===== config.mk =====
export PLATFORM = sky130hd
export DESIGN_NAME = fetch_unit_flat
export DESIGN_NICKNAME = d
export VERILOG_FILES = /design/src/rtl/fetch_unit_if.sv /design/src/rtl/fetch_unit.sv /design/src/flat_wrapper.sv
export SDC_FILE = /design/constraint.sdc
export NUM_CORES = 1
export LEC_CHECK = 0
export BUFFER_PORTS_ARGS = -buffer_cell sky130_fd_sc_hd__buf_4
export CAP_MARGIN = 20
export CORE_MARGIN = 2
export CORE_UTILIZATION = 45
export CTS_CLUSTER_DIAMETER = 30
export DETAILED_ROUTE_END_ITERATION = 6
export GPL_ROUTABILITY_DRIVEN = 0
export GPL_TIMING_DRIVEN = 0
export PLACE_DENSITY = 0.67
export SLEW_MARGIN = 25
export SYNTH_ARGS = -nofsm -noshare
export SYNTH_HDL_FRONTEND = slang
export SYNTH_SLANG_ARGS = --single-unit
export TNS_END_PERCENT = 100

===== constraint.sdc =====
create_clock -name clk -period 2.1 [get_ports clk]
set_input_delay 0.42 -clock clk [delete_from_list [all_inputs] [get_ports clk]]
set_output_delay 0.42 -clock clk [all_outputs]
set_load 0.005 [all_outputs]

===== src/rtl/fetch_unit_if.sv =====
// fetch_unit_if: instruction-memory read port plus the fetch->decode handoff
// signals of the fetch stage.
// master = fetch side, slave = memory/decode side.
interface fetch_unit_if #(
    parameter int unsigned WORD_SIZE = 16
) ();

    // Instruction memory read port
    logic                 i_readM;
    logic [WORD_SIZE-1:0] i_address;
    logic [WORD_SIZE-1:0] i_data;
    logic                 i_ready;

    // Fetch -> decode handoff
    logic                 id_ready;
    logic                 if_valid;
    logic [WORD_SIZE-1:0] if_inst;
    logic [WORD_SIZE-1:0] if_pc;

    modport master (
        output i_readM,
        output i_address,
        input  i_data,
        input  i_ready,
        input  id_ready,
        output if_valid,
        output if_inst,
        output if_pc
    );

    modport slave (
        input  i_readM,
        input  i_address,
        output i_data,
        output i_ready,
        output id_ready,
        input  if_valid,
        input  if_inst,
        input  if_pc
    );

endinterface


===== src/rtl/fetch_unit.sv =====
// fetch_unit: instruction fetch stage.
// - Issues one memory read at a time.
// - Hands instructions to decode through a single output slot.
// - Parks a response in a one-entry hold register while decode stalls.
// - Drops stale responses after a redirect.
// - Stops permanently on halt.
// Optional feature: define FETCH_CNT_EN to add the num_inst port, which counts
// handed-off instructions.
module fetch_unit #(
    parameter int unsigned          WORD_SIZE = 16,
    parameter logic [WORD_SIZE-1:0] RESET_PC  = '0
) (
    input  logic                 clk,
    input  logic                 reset_n,
    fetch_unit_if.master         bus,
    input  logic                 redirect,
    input  logic [WORD_SIZE-1:0] redirect_pc,
    input  logic                 halt,
    output logic                 is_halted
`ifdef FETCH_CNT_EN
    ,
    output logic [WORD_SIZE-1:0] num_inst
`endif
);

    localparam int unsigned  W   = WORD_SIZE;
    localparam logic [W-1:0] ONE = W'(1);

    typedef enum logic [1:0] {
        S_REQ  = 2'd0,
        S_HOLD = 2'd1,
        S_DROP = 2'd2,
        S_HALT = 2'd3
    } state_e;

    state_e       state_q,     state_d;
    logic [W-1:0] pc_q,        pc_d;
    logic [W-1:0] req_addr_q,  req_addr_d;
    logic [W-1:0] hold_q,      hold_d;
    logic [W-1:0] if_inst_q,   if_inst_d;
    logic [W-1:0] if_pc_q,     if_pc_d;
    logic         if_valid_q,  if_valid_d;
    logic         halted_q,    halted_d;
    logic         readm_q,     readm_d;
    logic         is_halted_q, is_halted_d;

    logic         handoff;
    logic         slot_free;
    logic [W-1:0] pc_inc;

    // State register
    always_ff @(posedge clk) begin
        if (!reset_n) begin
            state_q <= S_REQ;
        end else begin
            state_q <= state_d;
        end
    end

    // Next-state and datapath decisions
    always_comb begin
        state_d     = state_q;
        pc_d        = pc_q;
        req_addr_d  = req_addr_q;
        hold_d      = hold_q;
        if_inst_d   = if_inst_q;
        if_pc_d     = if_pc_q;
        if_valid_d  = if_valid_q;
        halted_d    = halted_q;
        readm_d     = 1'b0;
        is_halted_d = 1'b0;

        pc_inc    = pc_q + ONE;
        handoff   = if_valid_q & bus.id_ready;
        slot_free = ~if_valid_q | handoff;

        // A consumed instruction empties the slot unless something refills it below
        if (handoff) begin
            if_valid_d = 1'b0;
        end

        unique case (state_q)
            S_REQ: begin
                if (halt) begin
                    // Halt wins over redirect; an in-flight read must still be drained
                    halted_d   = 1'b1;
                    if_valid_d = 1'b0;
                    state_d    = bus.i_ready ? S_HALT : S_DROP;
                end else if (redirect) begin
                    if_valid_d = 1'b0;
                    hold_d     = '0;
                    pc_d       = redirect_pc;
                    if (bus.i_ready) begin
                        // Response belongs to the old path: discard and reissue
                        req_addr_d = redirect_pc;
                    end else begin
                        state_d = S_DROP;
                    end
                end else if (bus.i_ready) begin
                    pc_d = pc_inc;
                    if (slot_free) begin
                        if_inst_d  = bus.i_data;
                        if_pc_d    = pc_inc;
                        if_valid_d = 1'b1;
                        req_addr_d = pc_inc;
                    end else begin
                        hold_d  = bus.i_data;
                        state_d = S_HOLD;
                    end
                end
            end

            S_HOLD: begin
                if (halt) begin
                    halted_d   = 1'b1;
                    if_valid_d = 1'b0;
                    state_d    = S_HALT;
                end else if (redirect) begin
                    if_valid_d = 1'b0;
                    hold_d     = '0;
                    pc_d       = redirect_pc;
                    req_addr_d = redirect_pc;
                    state_d    = S_REQ;
                end else if (slot_free) begin
                    // pc already points past the held instruction
                    if_inst_d  = hold_q;
                    if_pc_d    = pc_q;
                    if_valid_d = 1'b1;
                    req_addr_d = pc_q;
                    state_d    = S_REQ;
                end
            end

            S_DROP: begin
                if (halt) begin
                    halted_d   = 1'b1;
                    if_valid_d = 1'b0;
                end else if (redirect && !halted_q) begin
                    // Latest redirect target wins; the outstanding read is still drained
                    if_valid_d = 1'b0;
                    hold_d     = '0;
                    pc_d       = redirect_pc;
                end
                if (bus.i_ready) begin
                    if (halted_d) begin
                        state_d = S_HALT;
                    end else begin
                        req_addr_d = pc_d;
                        state_d    = S_REQ;
                    end
                end
            end

            S_HALT: begin
                if_valid_d = 1'b0;
            end

            default: begin
                state_d = S_REQ;
            end
        endcase

        readm_d     = (state_d == S_REQ) || (state_d == S_DROP);
        is_halted_d = (state_d == S_HALT);
    end

    // Datapath and registered outputs
    always_ff @(posedge clk) begin
        if (!reset_n) begin
            pc_q        <= RESET_PC;
            req_addr_q  <= RESET_PC;
            hold_q      <= '0;
            if_inst_q   <= '0;
            if_pc_q     <= '0;
            if_valid_q  <= 1'b0;
            halted_q    <= 1'b0;
            readm_q     <= 1'b1;
            is_halted_q <= 1'b0;
        end else begin
            pc_q        <= pc_d;
            req_addr_q  <= req_addr_d;
            hold_q      <= hold_d;
            if_inst_q   <= if_inst_d;
            if_pc_q     <= if_pc_d;
            if_valid_q  <= if_valid_d;
            halted_q    <= halted_d;
            readm_q     <= readm_d;
            is_halted_q <= is_halted_d;
        end
    end

    assign bus.i_readM   = readm_q;
    assign bus.i_address = req_addr_q;
    assign bus.if_valid  = if_valid_q;
    assign bus.if_inst   = if_inst_q;
    assign bus.if_pc     = if_pc_q;
    assign is_halted     = is_halted_q;

`ifdef FETCH_CNT_EN
    logic [W-1:0] cnt_q, cnt_d;

    // Handed-off instruction count, independent of redirect/halt
    always_comb begin
        cnt_d = cnt_q;
        if (handoff) begin
            cnt_d = cnt_q + ONE;
        end
    end

    // Counter register
    always_ff @(posedge clk) begin
        if (!reset_n) begin
            cnt_q <= '0;
        end else begin
            cnt_q <= cnt_d;
        end
    end

    assign num_inst = cnt_q;
`endif

endmodule


===== src/flat_wrapper.sv =====
// flat-port wrapper written by rule: the top's interface ports become plain ports
module fetch_unit_flat 
#(
    parameter int unsigned          WORD_SIZE = 16,
    parameter logic [WORD_SIZE-1:0] RESET_PC  = '0
)
  (clk, reset_n, redirect, redirect_pc, halt, is_halted, bus_i_readM, bus_i_address, bus_i_data, bus_i_ready, bus_id_ready, bus_if_valid, bus_if_inst, bus_if_pc);
  fetch_unit_if #(.WORD_SIZE(WORD_SIZE)) bus_i ();
  input  logic clk;
  input  logic reset_n;
  input  logic redirect;
  input  logic [WORD_SIZE-1:0] redirect_pc;
  input  logic halt;
  output logic is_halted;
  output wire logic [$bits(bus_i.i_readM)-1:0] bus_i_readM;
  output wire logic [$bits(bus_i.i_address)-1:0] bus_i_address;
  input wire logic [$bits(bus_i.i_data)-1:0] bus_i_data;
  input wire logic [$bits(bus_i.i_ready)-1:0] bus_i_ready;
  input wire logic [$bits(bus_i.id_ready)-1:0] bus_id_ready;
  output wire logic [$bits(bus_i.if_valid)-1:0] bus_if_valid;
  output wire logic [$bits(bus_i.if_inst)-1:0] bus_if_inst;
  output wire logic [$bits(bus_i.if_pc)-1:0] bus_if_pc;
  assign bus_i_readM = bus_i.i_readM;
  assign bus_i_address = bus_i.i_address;
  assign bus_i.i_data = bus_i_data;
  assign bus_i.i_ready = bus_i_ready;
  assign bus_i.id_ready = bus_id_ready;
  assign bus_if_valid = bus_i.if_valid;
  assign bus_if_inst = bus_i.if_inst;
  assign bus_if_pc = bus_i.if_pc;
  fetch_unit #(.WORD_SIZE(WORD_SIZE), .RESET_PC(RESET_PC)) u_core (.clk(clk), .reset_n(reset_n), .bus(bus_i), .redirect(redirect), .redirect_pc(redirect_pc), .halt(halt), .is_halted(is_halted));
endmodule

==> impl_summary.txt <==
----------------------------------------------------
[Run status]
  Status ... finished, violations left
  Violated checks ... setup timing

[Synthesis]
  Count of flip-flops with a built-in enable after synthesis ... 0
  Post-synthesis net count ... 604
  Top cell types by occurrence after synthesis ... sky130_fd_sc_hd__dfxtp_1 (86), sky130_fd_sc_hd__a21oi_1 (56), sky130_fd_sc_hd__nor2_1 (47)
  Netlist area before placement ... 4723 um^2
  Register bit total from synthesis ... 86
  Number of warnings issued by yosys ... 0
  Top FF cell, synth ... sky130_fd_sc_hd__dfxtp_1
  Share of the yosys chip area belonging to registers ... 0.3645
  Most numerous cell in the Yosys netlist ... sky130_fd_sc_hd__dfxtp_1
  Post-synthesis cell type count ... 66
  Largest area contributor in the synthesized netlist ... sky130_fd_sc_hd__dfxtp_1
  Mean Syn Cell Area ... 8.434 um^2
  Leading cell types by total area after synthesis ... sky130_fd_sc_hd__dfxtp_1 (36%), sky130_fd_sc_hd__a21oi_1 (5.9%), sky130_fd_sc_hd__o21ai_0 (4.8%)
  Fraction of synthesized cell area taken by the top area cell type ... 0.3645
  Synth async-reset ratio ... 0
  Post-synthesis instance total ... 560

[GRT]
  First-pass GRT wire length ... 23000 um
  Initial antenna violation count ... 0
  Vias in the first global route ... 4454
  Pin count of the biggest net entering global routing ... 16
  Global route overflow ... 0
  Total routing usage reported by global routing ... 0.2558

[Critical path]
  Signal arrival time at the worst endpoint ... 2.40 ns
  Worst Setup Path Type ... reg2reg
  Highest net fanout along the worst path ... 4
  Kind of capture point of the worst setup path ... register
  Endpoint required time on the critical path ... 2.39 ns
  CP startpoint kind ... register

[Drt]
  Remaining design rule violation count ... 0
  Overall routed net length ... 14550 um
  Wire length on met2 ... 6680 um
  Detailed-routed wire length on met3 ... 1246 um
  Highest Signal Layer ... met4
  Length of routed wiring on met1 ... 6200 um
  Routed len/inst ... 17.83 um
  Vias/cell ... 5.819
  Pre-antenna DRT Iters ... 5
  Initial detailed-routing violation count ... 327
  Via count ... 4748
  Number of antenna-violating nets in the routed design ... 0

[Pwr]
  Static Leak ... 2.307 nW
  Worst vdd ir ... 0.5502 mV
  Power density over the cells ... 977.3 nW/um^2

[Timing]
  Share of the cycle needed by the critical path after routing ... 1.003
  Min setup slack post-route ... -0.006203 ns
  Endpoints failing hold ... 0
  Slew at the pin closest to its max-slew limit ... 0.6971 ns
  Unrepaired setup endpoints after global routing ... yes
  Number of setup violations in the final report ... 1
  Achievable frequency ... 474.8 MHz
  Clk_skew ... 0.008425 ns
  Pins Over Slew Limit ... 0
  Worst max-slew margin expressed relative to the limit ... 0.5352
  Final critical path time including I/O delays and setup ... 2.106 ns

[Min path]
  Hold crit path type ... in2reg

[Floorplanning]
  Height of the chip ... 106.5 um
  Area of the core region ... 10280 um^2
  Initial Util ... 0.4596
  Boundary pin count ... 89
  Die boundary width ... 106.5 um
  Num rows ... 37
  Total die area ... 11330 um^2

[Final layout]
  Count of inserted antenna diode cells ... 0
  Growth of design area from synthesis to finish ... 30.57%
  Share of post-route cells with drive strength above 1 ... 0.3500
  Final net count ... 719
  Design Area, Final ... 6167 um^2

[Clocking]
  Number of levels in the clock H-tree ... 3
  Clock-pin slew of the registers on the worst-case setup and hold paths ... 0.10 ns
  Max Root-Sink Buffers ... 2
  Number of hold buffers added after CTS ... 0
  Clk sinks ... 86
  Root Buffer ... sky130_fd_sc_hd__clkbuf_8
  TritonCTS clock tree ... built
  Total clock buffers created by CTS ... 9
  Clock latency on the worst-skew pair ... 0.36 ns

[Place]
  Number of I/O port buffers ... 87
  Placed cell areas ... 5547 um^2
  Half-perimeter wire length of the detailed placement result ... 10220 um
  Pre-CTS WS ... -0.4666 ns

[Run]
  Maximum capacitance violations ... 0

----------------------------------------------------
## power by group
group | total (mW) | switching [mW] | internal (mW)
combinational | 2.82 | 1.56 | 1.26
sequential | 2.12 | 0.187 | 1.93
clock | 1.09 | 0.654 | 0.437
total | 6.03 | 2.40 | 3.63
## path summary, 6_finish.rpt
path / start / to / slack (ns) / depth (start not counted)
max: register / u_core.pc_q[13] / -0.006 / 10
min: redirect_pc[5] / u_core.pc_q[5] / 0.29 / 3
max reg2reg: register / u_core.pc_q[13] / -0.006 / 10
min reg2reg: u_core.hold_q[10] / u_core.hold_q[10] / 0.46 / 2
## registers in the layout (all words and copies together), names as in the netlist, named ones only
signal and cells:
u_core.bus.i_address 16, u_core.bus.i_readM 1, u_core.bus.if_inst 16, u_core.bus.if_pc 16
u_core.bus.if_valid 1, u_core.halted_q 1, u_core.hold_q 16, u_core.is_halted 1
u_core.pc_q 16, u_core.state_q 1
## cell usage in the layout (no fill, tap or decap), types with 15 or more instances in the layout
master and instances:
sky130_fd_sc_hd__a211oi_2 17, sky130_fd_sc_hd__nand2_1 34, sky130_fd_sc_hd__o21ai_0 42, sky130_fd_sc_hd__mux2i_1 22
sky130_fd_sc_hd__buf_4 103, sky130_fd_sc_hd__a21oi_1 44, sky130_fd_sc_hd__nor2_1 46, sky130_fd_sc_hd__dfxtp_1 83
sky130_fd_sc_hd__xnor2_1 15, sky130_fd_sc_hd__buf_2 15, sky130_fd_sc_hd__nand3_1 26
## critical path, cell delays in order, from the launching register on
cell                      delay [ns]
sky130_fd_sc_hd__dfxtp_4        0.38
sky130_fd_sc_hd__inv_4          0.04
sky130_fd_sc_hd__ha_4           0.14
sky130_fd_sc_hd__buf_6          0.11
sky130_fd_sc_hd__or3b_4         0.41
sky130_fd_sc_hd__a31oi_4        0.32
sky130_fd_sc_hd__buf_6          0.18
sky130_fd_sc_hd__buf_12         0.11
sky130_fd_sc_hd__buf_4          0.12
sky130_fd_sc_hd__a32oi_2        0.09
sky130_fd_sc_hd__o22ai_1        0.14
## metal layers
| layer | track usage | up-vias |
|---|---|---|
| met5 | 0 | - |
| met1 | 0.3452 | 2224 |
| met3 | 0.05518 | 43 |
| met2 | 0.4071 | 228 |
| li1 | - | 2253 |
| met4 | 0.08442 | 0 |
## metrics by stage
step	power (mW)	util	setup TNS, ns	hold slack [ns]	std cells
3_3_place_gp	4.384	0.5397	-17.39	0.4371	783
5_1_grt	6.355	0.6001	-0.2754	0.3115	816
2_1_floorplan	3.605	-	0	0.4316	560
3_5_place_dp	4.420	0.5397	-19.97	0.4457	783
4_1_cts	5.779	0.5778	0	0.2815	809
6_report	6.027	0.6001	-0.006203	0.2909	816
## logic make-up after synthesis
group	after synthesis	synth area share
multiplexers	22	0.04662
AND/OR/NAND/NOR	176	0.1894
AO/OA/AOI/OAI	184	0.2705
flip-flops	86	0.3645
XOR/XNOR	25	0.04636
adder cells (fa/ha/maj)	6	0.01589
buffers and inverters	61	0.06675
## final cells by class
class | count | area [um^2]
flip-flops and latches | 86 | 1733
well taps | 136 | 170.2
clock buffers | 10 | 127.6
clock inverters | 6 | 46.29
fillers | 942 | 4110
inverters | 8 | 37.54
repair buffers | 104 | 825.8
multi-input cells | 413 | 2882
plain buffers | 53 | 345.3
## repair_timing
item | in CTS | in global routing
cloned | 1 | 0
setup endpoints to repair | 80 | 53
pin swaps | 3 | 17
setup buffers | 9 | 7
resized for setup | 40 | 57
(Power assumes the default switching activity.)
